## src/rtl/pokemon_pkg.sv

```systemverilog
// Shared types and constants for the game's input path and scene sequencing.
package pokemon_pkg;

  typedef enum logic [1:0] {
    SCENE_START   = 2'd0,
    SCENE_CHOOSER = 2'd1,
    SCENE_ROAM    = 2'd2,
    SCENE_BATTLE  = 2'd3
  } scene_idx_e;

  localparam logic [7:0] KEY_NONE = 8'h00;

  typedef enum logic [1:0] {
    KS_LOCK,
    KS_IDLE,
    KS_DISPATCH
  } ks_state_e;

endpackage

```

## src/rtl/key_event_fifo.sv

```systemverilog
// Small synchronous keycode FIFO with flush; DEPTH must be a power of two so pointers wrap freely.
module key_event_fifo #(
  parameter int unsigned DEPTH = 4
) (
  input  logic                    clk_i,
  input  logic                    rst_ni,
  input  logic                    push_i,
  input  logic                    pop_i,
  input  logic                    flush_i,
  input  logic [7:0]              data_i,
  output logic [7:0]              data_o,
  output logic [$clog2(DEPTH):0]  count_o,
  output logic                    full_o,
  output logic                    empty_o
);

  localparam int unsigned PtrW = $clog2(DEPTH);

  logic [7:0]      mem_q [DEPTH];
  logic [PtrW-1:0] wr_ptr_q, rd_ptr_q;
  logic [PtrW:0]   count_q;
  logic            do_push, do_pop;

  assign full_o  = (count_q == (PtrW + 1)'(DEPTH));
  assign empty_o = (count_q == '0);
  assign do_pop  = pop_i & ~empty_o & ~flush_i;
  // A full FIFO still accepts a push when the same cycle pops.
  assign do_push = push_i & ~flush_i & (~full_o | do_pop);
  assign data_o  = mem_q[rd_ptr_q];
  assign count_o = count_q;

  always_ff @(posedge clk_i or negedge rst_ni) begin
    if (!rst_ni) begin
      wr_ptr_q <= '0;
      rd_ptr_q <= '0;
      count_q  <= '0;
    end else if (flush_i) begin
      wr_ptr_q <= '0;
      rd_ptr_q <= '0;
      count_q  <= '0;
    end else begin
      if (do_push) wr_ptr_q <= wr_ptr_q + PtrW'(1);
      if (do_pop)  rd_ptr_q <= rd_ptr_q + PtrW'(1);
      if (do_push && !do_pop)      count_q <= count_q + (PtrW + 1)'(1);
      else if (do_pop && !do_push) count_q <= count_q - (PtrW + 1)'(1);
    end
  end

  always_ff @(posedge clk_i) begin
    if (do_push) mem_q[wr_ptr_q] <= data_i;
  end

endmodule

```

## src/rtl/key_scheduler.sv

```systemverilog
// Routes keycode presses to the active scene with post-transition lockout.
// Optional auto-repeat of held keys is enabled by defining KEY_REPEAT_EN.
module key_scheduler
  import pokemon_pkg::*;
#(
  parameter int unsigned FIFO_DEPTH   = 4,
  parameter int unsigned LOCK_FRAMES  = 8,
  parameter int unsigned REPEAT_DELAY = 20,
  parameter int unsigned REPEAT_RATE  = 6
) (
  input  logic                         Clk,
  input  logic                         Reset_n,
  input  logic [7:0]                   keycode,
  input  logic                         frame_clk,
  input  logic [3:0]                   scene,
  output logic [7:0]                   evt_code,
  output logic [3:0]                   evt_valid,
  input  logic [3:0]                   evt_ready,
  output logic                         locked,
  output logic [$clog2(FIFO_DEPTH):0]  fifo_count,
  output logic                         overflow
);

  localparam int unsigned CntW = $clog2(FIFO_DEPTH) + 1;

  ks_state_e  state_q, state_d;
  logic [7:0] keycode_q, lock_cnt_q, lock_cnt_d, evt_code_q, evt_code_d;
  logic [3:0] scene_q, evt_valid_q, evt_valid_d;
  logic [2:0] frame_sync_q;
  logic       overflow_q, overflow_d;
  logic       frame_edge, scene_chg, press, rep_push, push_req, transfer;
  logic       fifo_push, fifo_pop, fifo_flush, fifo_full, fifo_empty;
  logic [7:0] fifo_head;

  assign frame_edge = frame_sync_q[1] & ~frame_sync_q[2];
  assign scene_chg  = (scene != scene_q);
  assign press      = (keycode != KEY_NONE) && (keycode != keycode_q);
  assign push_req   = press | rep_push;
  assign transfer   = |(evt_valid_q & evt_ready);
  assign fifo_pop   = (state_q == KS_DISPATCH) & transfer & ~scene_chg;
  assign fifo_push  = push_req & ~scene_chg & (state_q != KS_LOCK);
  assign fifo_flush = scene_chg | (state_q == KS_LOCK);

  key_event_fifo #(
    .DEPTH (FIFO_DEPTH)
  ) u_fifo (
    .clk_i   (Clk),
    .rst_ni  (Reset_n),
    .push_i  (fifo_push),
    .pop_i   (fifo_pop),
    .flush_i (fifo_flush),
    .data_i  (keycode),
    .data_o  (fifo_head),
    .count_o (fifo_count),
    .full_o  (fifo_full),
    .empty_o (fifo_empty)
  );

`ifdef KEY_REPEAT_EN
  localparam logic [7:0] RepDelay = 8'(REPEAT_DELAY);
  localparam logic [7:0] RepRate  = 8'(REPEAT_RATE);

  logic [7:0] rep_cnt_q, rep_cnt_d;
  logic       rep_first_q, rep_first_d;

  always_comb begin
    rep_cnt_d   = rep_cnt_q;
    rep_first_d = rep_first_q;
    rep_push    = 1'b0;
    if (scene_chg || state_q == KS_LOCK || keycode != keycode_q || keycode == KEY_NONE) begin
      rep_cnt_d   = '0;
      rep_first_d = 1'b0;
    end else if (frame_edge) begin
      if (rep_cnt_q + 8'd1 == (rep_first_q ? RepRate : RepDelay)) begin
        rep_push    = 1'b1;
        rep_cnt_d   = '0;
        rep_first_d = 1'b1;
      end else begin
        rep_cnt_d = rep_cnt_q + 8'd1;
      end
    end
  end

  always_ff @(posedge Clk or negedge Reset_n) begin
    if (!Reset_n) begin
      rep_cnt_q   <= '0;
      rep_first_q <= 1'b0;
    end else begin
      rep_cnt_q   <= rep_cnt_d;
      rep_first_q <= rep_first_d;
    end
  end
`else
  logic [15:0] rep_cfg_unused;
  assign rep_cfg_unused = 16'(REPEAT_DELAY + REPEAT_RATE);
  assign rep_push       = 1'b0;
`endif

  always_comb begin
    state_d     = state_q;
    lock_cnt_d  = lock_cnt_q;
    evt_valid_d = '0;
    evt_code_d  = evt_code_q;
    overflow_d  = overflow_q;
    if (scene_chg) begin
      state_d    = KS_LOCK;
      lock_cnt_d = 8'(LOCK_FRAMES);
    end else begin
      unique case (state_q)
        KS_LOCK: begin
          if (lock_cnt_q == 8'd0) begin
            state_d = KS_IDLE;
          end else if (frame_edge) begin
            lock_cnt_d = lock_cnt_q - 8'd1;
            if (lock_cnt_q == 8'd1) state_d = KS_IDLE;
          end
        end
        KS_IDLE: begin
          if (push_req) state_d = KS_DISPATCH;
        end
        KS_DISPATCH: begin
          if (push_req && fifo_full && !fifo_pop) overflow_d = 1'b1;
          if (fifo_pop && fifo_count == CntW'(1) && !push_req) begin
            state_d = KS_IDLE;
          end else if (!transfer && !fifo_empty && $onehot(scene)) begin
            // Re-offered every cycle until accepted; the head only moves on a pop.
            evt_valid_d = scene;
            evt_code_d  = fifo_head;
          end
        end
        default: state_d = KS_LOCK;
      endcase
    end
  end

  always_ff @(posedge Clk or negedge Reset_n) begin
    if (!Reset_n) begin
      state_q      <= KS_LOCK;
      lock_cnt_q   <= 8'(LOCK_FRAMES);
      keycode_q    <= KEY_NONE;
      scene_q      <= '0;
      frame_sync_q <= '0;
      evt_valid_q  <= '0;
      evt_code_q   <= '0;
      overflow_q   <= 1'b0;
    end else begin
      state_q      <= state_d;
      lock_cnt_q   <= lock_cnt_d;
      keycode_q    <= keycode;
      scene_q      <= scene;
      frame_sync_q <= {frame_sync_q[1:0], frame_clk};
      evt_valid_q  <= evt_valid_d;
      evt_code_q   <= evt_code_d;
      overflow_q   <= overflow_d;
    end
  end

  assign evt_valid = evt_valid_q;
  assign evt_code  = evt_code_q;
  assign locked    = (state_q == KS_LOCK);
  assign overflow  = overflow_q;

endmodule
```

## config.mk

```make
export PLATFORM = sky130hd
export DESIGN_NAME = key_scheduler
export DESIGN_NICKNAME = d
export VERILOG_FILES = /design/src/rtl/pokemon_pkg.sv /design/src/rtl/key_event_fifo.sv /design/src/rtl/key_scheduler.sv
export SDC_FILE = /design/constraint.sdc
export NUM_CORES = 1
export LEC_CHECK = 0
export ABC_AREA = 1
export BUFFER_PORTS_ARGS = -buffer_cell sky130_fd_sc_hd__buf_2
export CORE_UTILIZATION = 50
export CTS_CLUSTER_DIAMETER = 60
export DETAILED_ROUTE_END_ITERATION = 10
export GPL_TIMING_DRIVEN = 0
export PLACE_DENSITY = 0.81
export SETUP_SLACK_MARGIN = 0.4
export SYNTH_ARGS = -nofsm -noshare
export SYNTH_HDL_FRONTEND = slang
export SYNTH_SLANG_ARGS = --single-unit
```

## constraint.sdc

```tcl
create_clock -name Clk -period 2.3 [get_ports Clk]
set_input_delay 0 -clock Clk [delete_from_list [all_inputs] [get_ports Clk]]
set_output_delay 0 -clock Clk [all_outputs]
set_load 0.02 [all_outputs]
```

==> summary.txt, run 1 <==
clock root buffer = clkbuf_8
Max Cap Violations = 0
Initial DRT Pass Iterations = 5
Buffers on Ports = 35
class of the tightest hold or removal check = in -> reg
routed vias/inst = 4.990
Pleak = 2.195 nW
final worst path period share = 83.62%
CP endpoint kind = register
antenna-violating nets left = 0
GPL Wtd Cong = 0.8409
most instantiated cells after synthesis = 77 x nand2_1, 74 x inv_1, 57 x nor2_1
post-synth cell types = 33
reg-to-reg startpoint = state_q[0]$_DFFE_PN0P_
Yosys reg bits = 77
Finished Layout Cells = 585
first-pass GRT wire length = 11,920 µm
hold path depth = 5
crit path launch type = register
f_max = 519.9 MHz
Die X = 87.89 µm
Avg Cell Area, Syn = 9.268 µm²
GR Util All Layers = 20.87%
clk sink count = 77
crit path max fanout = 6
Layout Utilization = 67.87%
Seq/Total Area, Yosys = 56.61%
maximum VDD drop = 0.2772 mV
DP HPWL = 4613 µm
Post-Synthesis Cell Area = 0.003689 mm²
DR WL/cell = 14.10 µm
Iter 0 DRT Violations = 229
FP Rows = 30
area fraction of the dominant cell type after synthesis = 29.85%
Seq. cell area = 0.002091 mm²
hold slack final = 0.2668 ns
largest area contributor in the netlist = dfrtp_1
Die ar. = 0.007725 mm²
status = complete, no violations
gr ovfl total = 0
largest net degree at the start of global routing = 46
Mapped Nets = 431
fillcell total = 514
DRC = 0
critical path class = reg -> reg
number of synthesized flops with an enable pin = 32
Worst-Skew Late Latency = 0.35 ns
unrepaired setup endpoints after global routing = yes
I/O pin count = 36
Worst Reg-to-Reg Cells = 7
slew of the pin with the lowest slew margin = 1.021 ns
min Tclk post-route = 1.923 ns
cell area power density = 553.5 mW/mm²
CP required = 2.58 ns
Sum Neg Setup Slack = 0 ns
Arr. time, crit path = 2.20 ns
RR Endpoint = lock_cnt_q[6]$_DFFE_PN0P_
Placed Cells = 529
Final Max Slew Viols = 0
H-tree Lvls = 3
final hold viol count = 0
area of the multi-input gates = 0.001413 mm²
antenna violations before repair = 0
TritonCTS Buffers = 9
Hold EP = lock_cnt_q[1]$_DFFE_PN0P_
async set-reset flop share out of synthesis = 58.44%
Cells after Synth = 398
synth top area cells = dfrtp_1 30%, edfxtp_1 26%, nand2_1 7.8%
maximum clock path buffer count = 2
fin nets = 517
commonest register cell after synthesis = dfrtp_1
Die H = 87.89 µm
Slew headroom = 31.94%
vias in the first global route = 2,601
Hold Crit Start = scene[0]
via count = 2,919
clock skew = 0.006901 ns
share of cells above drive strength 1 = 22.49%
clock slew at reported path FFs = 0.08 ns
most frequent cell after synthesis = nand2_1
r2r setup slk = 0.38 ns
Initial Utilization = 53.12%
CORE AREA = 0.006944 mm²
CTS tree = done
antenna cells = 0
YS warnings = 0
synth-to-layout area growth = 27.78%
Final Setup Violations = 0
final WL = 8250 µm
layout by cell type (no fill, tap or decap), types with 2 or more instances in the layout:
cell           Yosys  layout
nand2_1           77      75
inv_1             74      71
nor2_1            57      50
dfrtp_1           44      42
buf_2              1      36
edfxtp_1          32      32
o21ai_0           19      19
dlygate4sd3_1      0      17
buf_4              0      16
nand3_1           13      12
ha_1              13      12
clkbuf_8           0      10
nor2_4             1       8
a21oi_1            8       8
o32ai_1            8       8
xnor2_1            8       7
o21ai_2            2       7
buf_6              3       6
nand4_1            5       5
clkbuf_1           5       5
xor2_1             4       4
nand2_2            3       3
clkinvlp_4         0       3
buf_12             0       3
inv_2              0       2
nor2_2             2       2
dfrtp_2            0       2
critical path, cell delays in order (launching register included):
cell	delay (ns)
dfrtp_1	0.41
nor2_1	0.44
nand3_1	0.17
nand2_1	0.20
nand3b_1	0.19
o21ai_0	0.21
nand2_1	0.10
nor2_1	0.12
sequential cells by signal, summed over array words and instances, names as in the netlist:
register	cells
keycode_q	8
scene_q	4
u_fifo.count_o	3
u_fifo.rd_ptr_q	2
frame_sync_q	3
lock_cnt_q	8
u_fifo.wr_ptr_q	2
evt_code	8
u_fifo.mem_q	32
evt_valid	4
overflow	1
state_q	2
worst max path at each step:
stage | cells after the start | end | startpoint
floorplan | 9 | u_fifo.mem_q[0][0]$_DFFE_PP_ | u_fifo.count_o[0]$_DFFE_PN0P_
global placement | 9 | u_fifo.mem_q[0][7]$_DFFE_PP_ | u_fifo.count_o[0]$_DFFE_PN0P_
detailed placement | 9 | u_fifo.mem_q[0][1]$_DFFE_PP_ | u_fifo.count_o[0]$_DFFE_PN0P_
CTS | 9 | u_fifo.mem_q[2][5]$_DFFE_PP_ | u_fifo.count_o[1]$_DFFE_PN0P_
global route | 9 | u_fifo.mem_q[2][3]$_DFFE_PP_ | u_fifo.count_o[2]$_DFFE_PN0P_
finish | 7 | lock_cnt_q[6]$_DFFE_PN0P_ | state_q[0]$_DFFE_PN0P_
stage by stage:
| stage | cell area (µm²) | power [mW] | setup WS, ns |
|---|---|---|---|
| 2_1_floorplan | 3729 | 1.580 | 0.4000 |
| 3_3_place_gp | 4024 | 1.641 | 0.2559 |
| 3_5_place_dp | 4024 | 1.648 | 0.1990 |
| 4_1_cts | 4481 | 2.584 | 0.4142 |
| 5_1_grt | 4713 | 2.703 | 0.2895 |
| 6_report | 4713 | 2.609 | 0.3767 |
area by class of cell:
| cell class | instances | area share, % |
|---|---|---|
| Clock buffer | 11 | 3.000 |
| Buffer | 9 | 1.248 |
| Multi-Input combinational cell | 238 | 29.97 |
| Tap cell | 96 | 2.548 |
| Timing Repair Buffer | 75 | 12.18 |
| Sequential cell | 77 | 44.36 |
| Inverter | 74 | 5.946 |
| Clock inverter | 5 | 0.7433 |
power breakdown:
group | leakage, nW | internal (mW) | switching [mW]
sequential | 0.832 | 1.45 | 0.0113
clock | 0.0796 | 0.422 | 0.514
combinational | 1.28 | 0.0863 | 0.126
total | 2.20 | 1.96 | 0.651
routing by layer:
layer  part of all wire (%)  GRT usage, %  up-vias
met4                    1.9         9.240        0
li1                       -             -     1433
met5                      0             0        -
met1                     42         26.46     1363
met3                    5.0         3.487       14
met2                     51         35.31      109
cells by family (layout without fill, tap and decap cells):
family                     Yosys count  in the layout  synth area share, %
adders and majority gates           14             14                4.953
and+or+nand+nor                    162            162                18.25
DFF                                 77             77                56.61
buffers and inverters               83            174                9.091
AOI/OAI and AO/OA                   50             50                8.243
xor gates and xnor gates            12             12                2.849
repair_timing:
item / CTS / global route
gates resized for setup: 6 / 30
setup endpoints to repair: 33 / 45
buffers inserted: 7 / 14
gates cloned: 0 / 2
pin swaps: 6 / 14
endpoints found under the hold margin: 93 / 0
hold buffers: 17 / 0
Power figures use the tool's default switching activity.
==> run 2, diff against run 1 <==
- ABC_AREA: 1 -> 0
- PLACE_DENSITY: 0.81 -> 0.84
- clock period: 2.3 -> 1.69 ns (I/O delays scaled with it)
==> run 2 against run 1 <==
Net effect: non-clock buffer count fell by 12; sequential share of layout area rose by 4.0 points; power rose by 29%; largest cell class unchanged; the flow now finishes with violations (design-rule violations, negative setup slack); first-iteration DRC count fell by 35%; die area fell by 9.1%.
==> summary.txt, run 2 <==
Slew headroom = 33.14% (+1.2 points)
Iter 0 DRT Violations = 149 (-35%)
Seq/Total Area, Yosys = 62.39% (+5.8 points)
Hold EP = overflow$_DFFE_PN0P_
setup ws final = -0.1555 ns (-0.5322 ns)
clock skew = 0.01000 ns (+0.003098 ns)
min Tclk post-route = 1.845 ns (-0.07781 ns)
Yosys reg bits = 77 (unchanged)
Initial Utilization = 52.11% (-1.0 points)
critical path class = reg -> reg
Buffers on Ports = 35 (unchanged)
routed vias/inst = 5.528 (+11%)
Most flops, register = u_fifo.mem_q
YS warnings = 0 (unchanged)
async set-reset flop share out of synthesis = 58.44% (unchanged)
commonest register cell after synthesis = dfrtp_1
CP endpoint kind = register
first-pass GRT wire length = 11,050 µm (-7.2%)
CTS tree = done
Layout Utilization = 67.41% (-0.47 points)
I/O pin count = 36 (unchanged)
Initial DRT Pass Iterations = 7 (+2)
Arr. time, crit path = 2.07 ns (-0.13 ns)
most common cell after layout, fill and taps aside = dfrtp_1
post-synth cell types = 49 (+48%)
Avg Cell Area, Syn = 14.43 µm² (+56%)
class of the tightest hold or removal check = in -> reg
commonest cells after routing, fill and taps aside = 41 x dfrtp_1, 32 x buf_2, 32 x edfxtp_1
DR top layer = met4
crit path launch type = register
H-tree Lvls = 3 (unchanged)
Max Cap Violations = 0 (unchanged)
design area = 0.004329 mm² (-8.1%)
RR Endpoint = evt_code[3]$_DFFE_PN0P_
reg-to-reg startpoint = state_q[1]$_DFFE_PN0P_
cell area power density = 777.5 mW/mm² (+40%)
Synth Area in XOR/XNOR = 5.234% (+2.4 points)
gr ovfl total = 0 (unchanged)
f_max = 541.9 MHz (+4.2%)
Post-Synthesis Cell Area = 0.003347 mm² (-9.3%)
maximum clock path buffer count = 2 (unchanged)
hold path depth = 5 (unchanged)
r2r setup slk = -0.16 ns (-0.53 ns)
CP required = 1.91 ns (-0.67 ns)
synth-to-layout area growth = 29.35%
share of cells above drive strength 1 = 42.81% (+20 points)
mux contribution to synthesized area = 8.374% (+8.4 points)
Post-Synth Simple-Gate Area = 11.10% (-7.1 points)
Placed Area = 0.003724 mm² (-7.5%)
Die X = 83.82 µm (-4.6%)
Final Max Slew Viols = 0 (unchanged)
Pleak = 1.838 nW (-16%)
via count = 2,156 (-26%)
DP Worst Slack = -0.5380 ns (-0.7370 ns)
max reg flops = 32 (unchanged)
Worst Reg-to-Reg Cells = 7 (unchanged)
final worst path period share = 109.2% (+26 points)
unrepaired setup endpoints after global routing = yes
GPL Wtd Cong = 0.7399 (-12%)
CORE AREA = 0.006422 mm² (-7.5%)
largest net degree at the start of global routing = 46 (unchanged)
maximum VDD drop = 0.4035 mV (+46%)
area fraction of the dominant cell type after synthesis = 32.90% (+3.0 points)
Tot Pwr = 3.366 mW (+29%)
DRC = 9 (+9)
status = finished with violations
Worst-Skew Late Latency = 0.34 ns (about the same)
clock slew at reported path FFs = 0.08 ns (about the same)
DR WL/cell = 17.92 µm (+27%)
antenna violations before repair = 0 (unchanged)
Met3 Wirelength = 394 µm (-4.8%)
largest family of logic cells by synthesized area = simple AND/OR/NAND/NOR gates
Post-Synth Adder-Cell Area = 5.458% (+0.51 points)
crit path max fanout = 10 (+4)
slew of the pin with the lowest slew margin = 1.003 ns (-0.01803 ns)
Final Setup Violations = 49 (+49)
Die ar. = 0.007025 mm² (-9.1%)
Compound-Gate Fraction of Synth Area = 5.159% (-3.1 points)
clk sink count = 77 (unchanged)
TritonCTS Buffers = 9 (unchanged)
most instantiated cells after synthesis = 44 x dfrtp_1, 32 x edfxtp_1, 16 x nor2_1
failing checks = design-rule violations, negative setup slack
Mapped Nets = 265 (-39%)
vias in the first global route = 2,310 (-11%)
GR Util All Layers = 21.01% (+0.14 points)
antenna-violating nets left = 0 (unchanged)
Hold Crit Start = evt_ready[1]
M1 WL = 2952 µm (-15%)
DP HPWL = 4143 µm (-10%)
final WL = 6989 µm (-15%)
antenna cells = 0 (unchanged)
number of synthesized flops with an enable pin = 32 (unchanged)
fin nets = 342 (-34%)
Die H = 83.82 µm (-4.6%)
metal2 WL = 3540 µm (-15%)
Cells after Synth = 232 (-42%)
most frequent cell after synthesis = dfrtp_1
clock root buffer = clkbuf_8
largest area contributor in the netlist = dfrtp_1
FP Rows = 29 (-3.3%)
final hold viol count = 0 (unchanged)
synth top area cells = dfrtp_1 33%, edfxtp_1 29%, mux4_2 5.4%
==> run 2: timing repair <==
action	4_1_cts	5_1_grt
hold endpoints to repair	93	0
setup buffers	14	3
setup endpoints to repair	62	63
pin swaps	11	5
gates cloned	0	0
resized for setup	29	9
hold buffers	14	0
==> run 2: per-layer routing <==
metal / vias up / track usage, %
li1: 988 / -
met1: 1089 / 26.19
met2: 69 / 34.50
met3: 10 / 4.748
met4: 0 / 10.82
met5: - / 0
==> run 2: cell families after synthesis <==
group,count (synthesis)
flip-flops,77
AND/OR/NAND/NOR,63
AO/OA/AOI/OAI,23
XOR/XNOR,20
buffers and inverters,18
multiplexers,17
adder cells (fa/ha/maj),14
==> run 2: worst max path at each step <==
stage | end | startpoint | slack (ns) | depth (start not counted)
2_1_floorplan | evt_code[1]$_DFFE_PN0P_ | scene[3] | -0.18 | 9
3_3_place_gp | evt_code[1]$_DFFE_PN0P_ | scene[3] | -0.46 | 10
3_5_place_dp | evt_code[1]$_DFFE_PN0P_ | scene[3] | -0.54 | 10
4_1_cts | u_fifo.count_o[1]$_DFFE_PN0P_ | scene_q[3]$_DFF_PN0_ | -0.12 | 7
5_1_grt | lock_cnt_q[6]$_DFFE_PN0P_ | state_q[1]$_DFFE_PN0P_ | -0.22 | 6
6_report | evt_code[3]$_DFFE_PN0P_ | state_q[1]$_DFFE_PN0P_ | -0.16 | 7
==> run 2: final cells by class <==
type                       count  area (µm²)
clock buffer                   9       123.9
multi-input combinational    137        1376
clock inverter                 6       41.29
inverter                      12       57.56
buffer                         6       48.80
sequential                    77        2092
tap                           77       96.34
timing repair buffer          66       493.0
fill                         408        2093
==> run 2: through the flow <==
step	hold slack, ns	cells	TNS [ns]
2_1_floorplan	-0.2956	232	-4.716
3_3_place_gp	0.1081	344	-17.45
3_5_place_dp	0.1097	344	-20.16
4_1_cts	0.1855	387	-3.390
5_1_grt	0.2011	390	-9.130
6_report	0.2091	390	-5.596
==> run 2: report_power, final <==
part | switching [mW] | leakage, nW | total, mW | internal [mW]
Sequential | 0.0114 | 0.873 | 1.98 | 1.97
Combinational | 0.113 | 0.877 | 0.208 | 0.0945
Clock | 0.655 | 0.0888 | 1.18 | 0.524
Total | 0.780 | 1.84 | 3.37 | 2.59
==> run 2: critical path, cell delays in order, from the launching register on <==
cell and delay (ns):
dfrtp_1 0.40, buf_4 0.13, and2b_2 0.21, o21ai_4 0.10, nor2_2 0.16, and4_4 0.28, buf_12 0.14, mux2_4 0.29
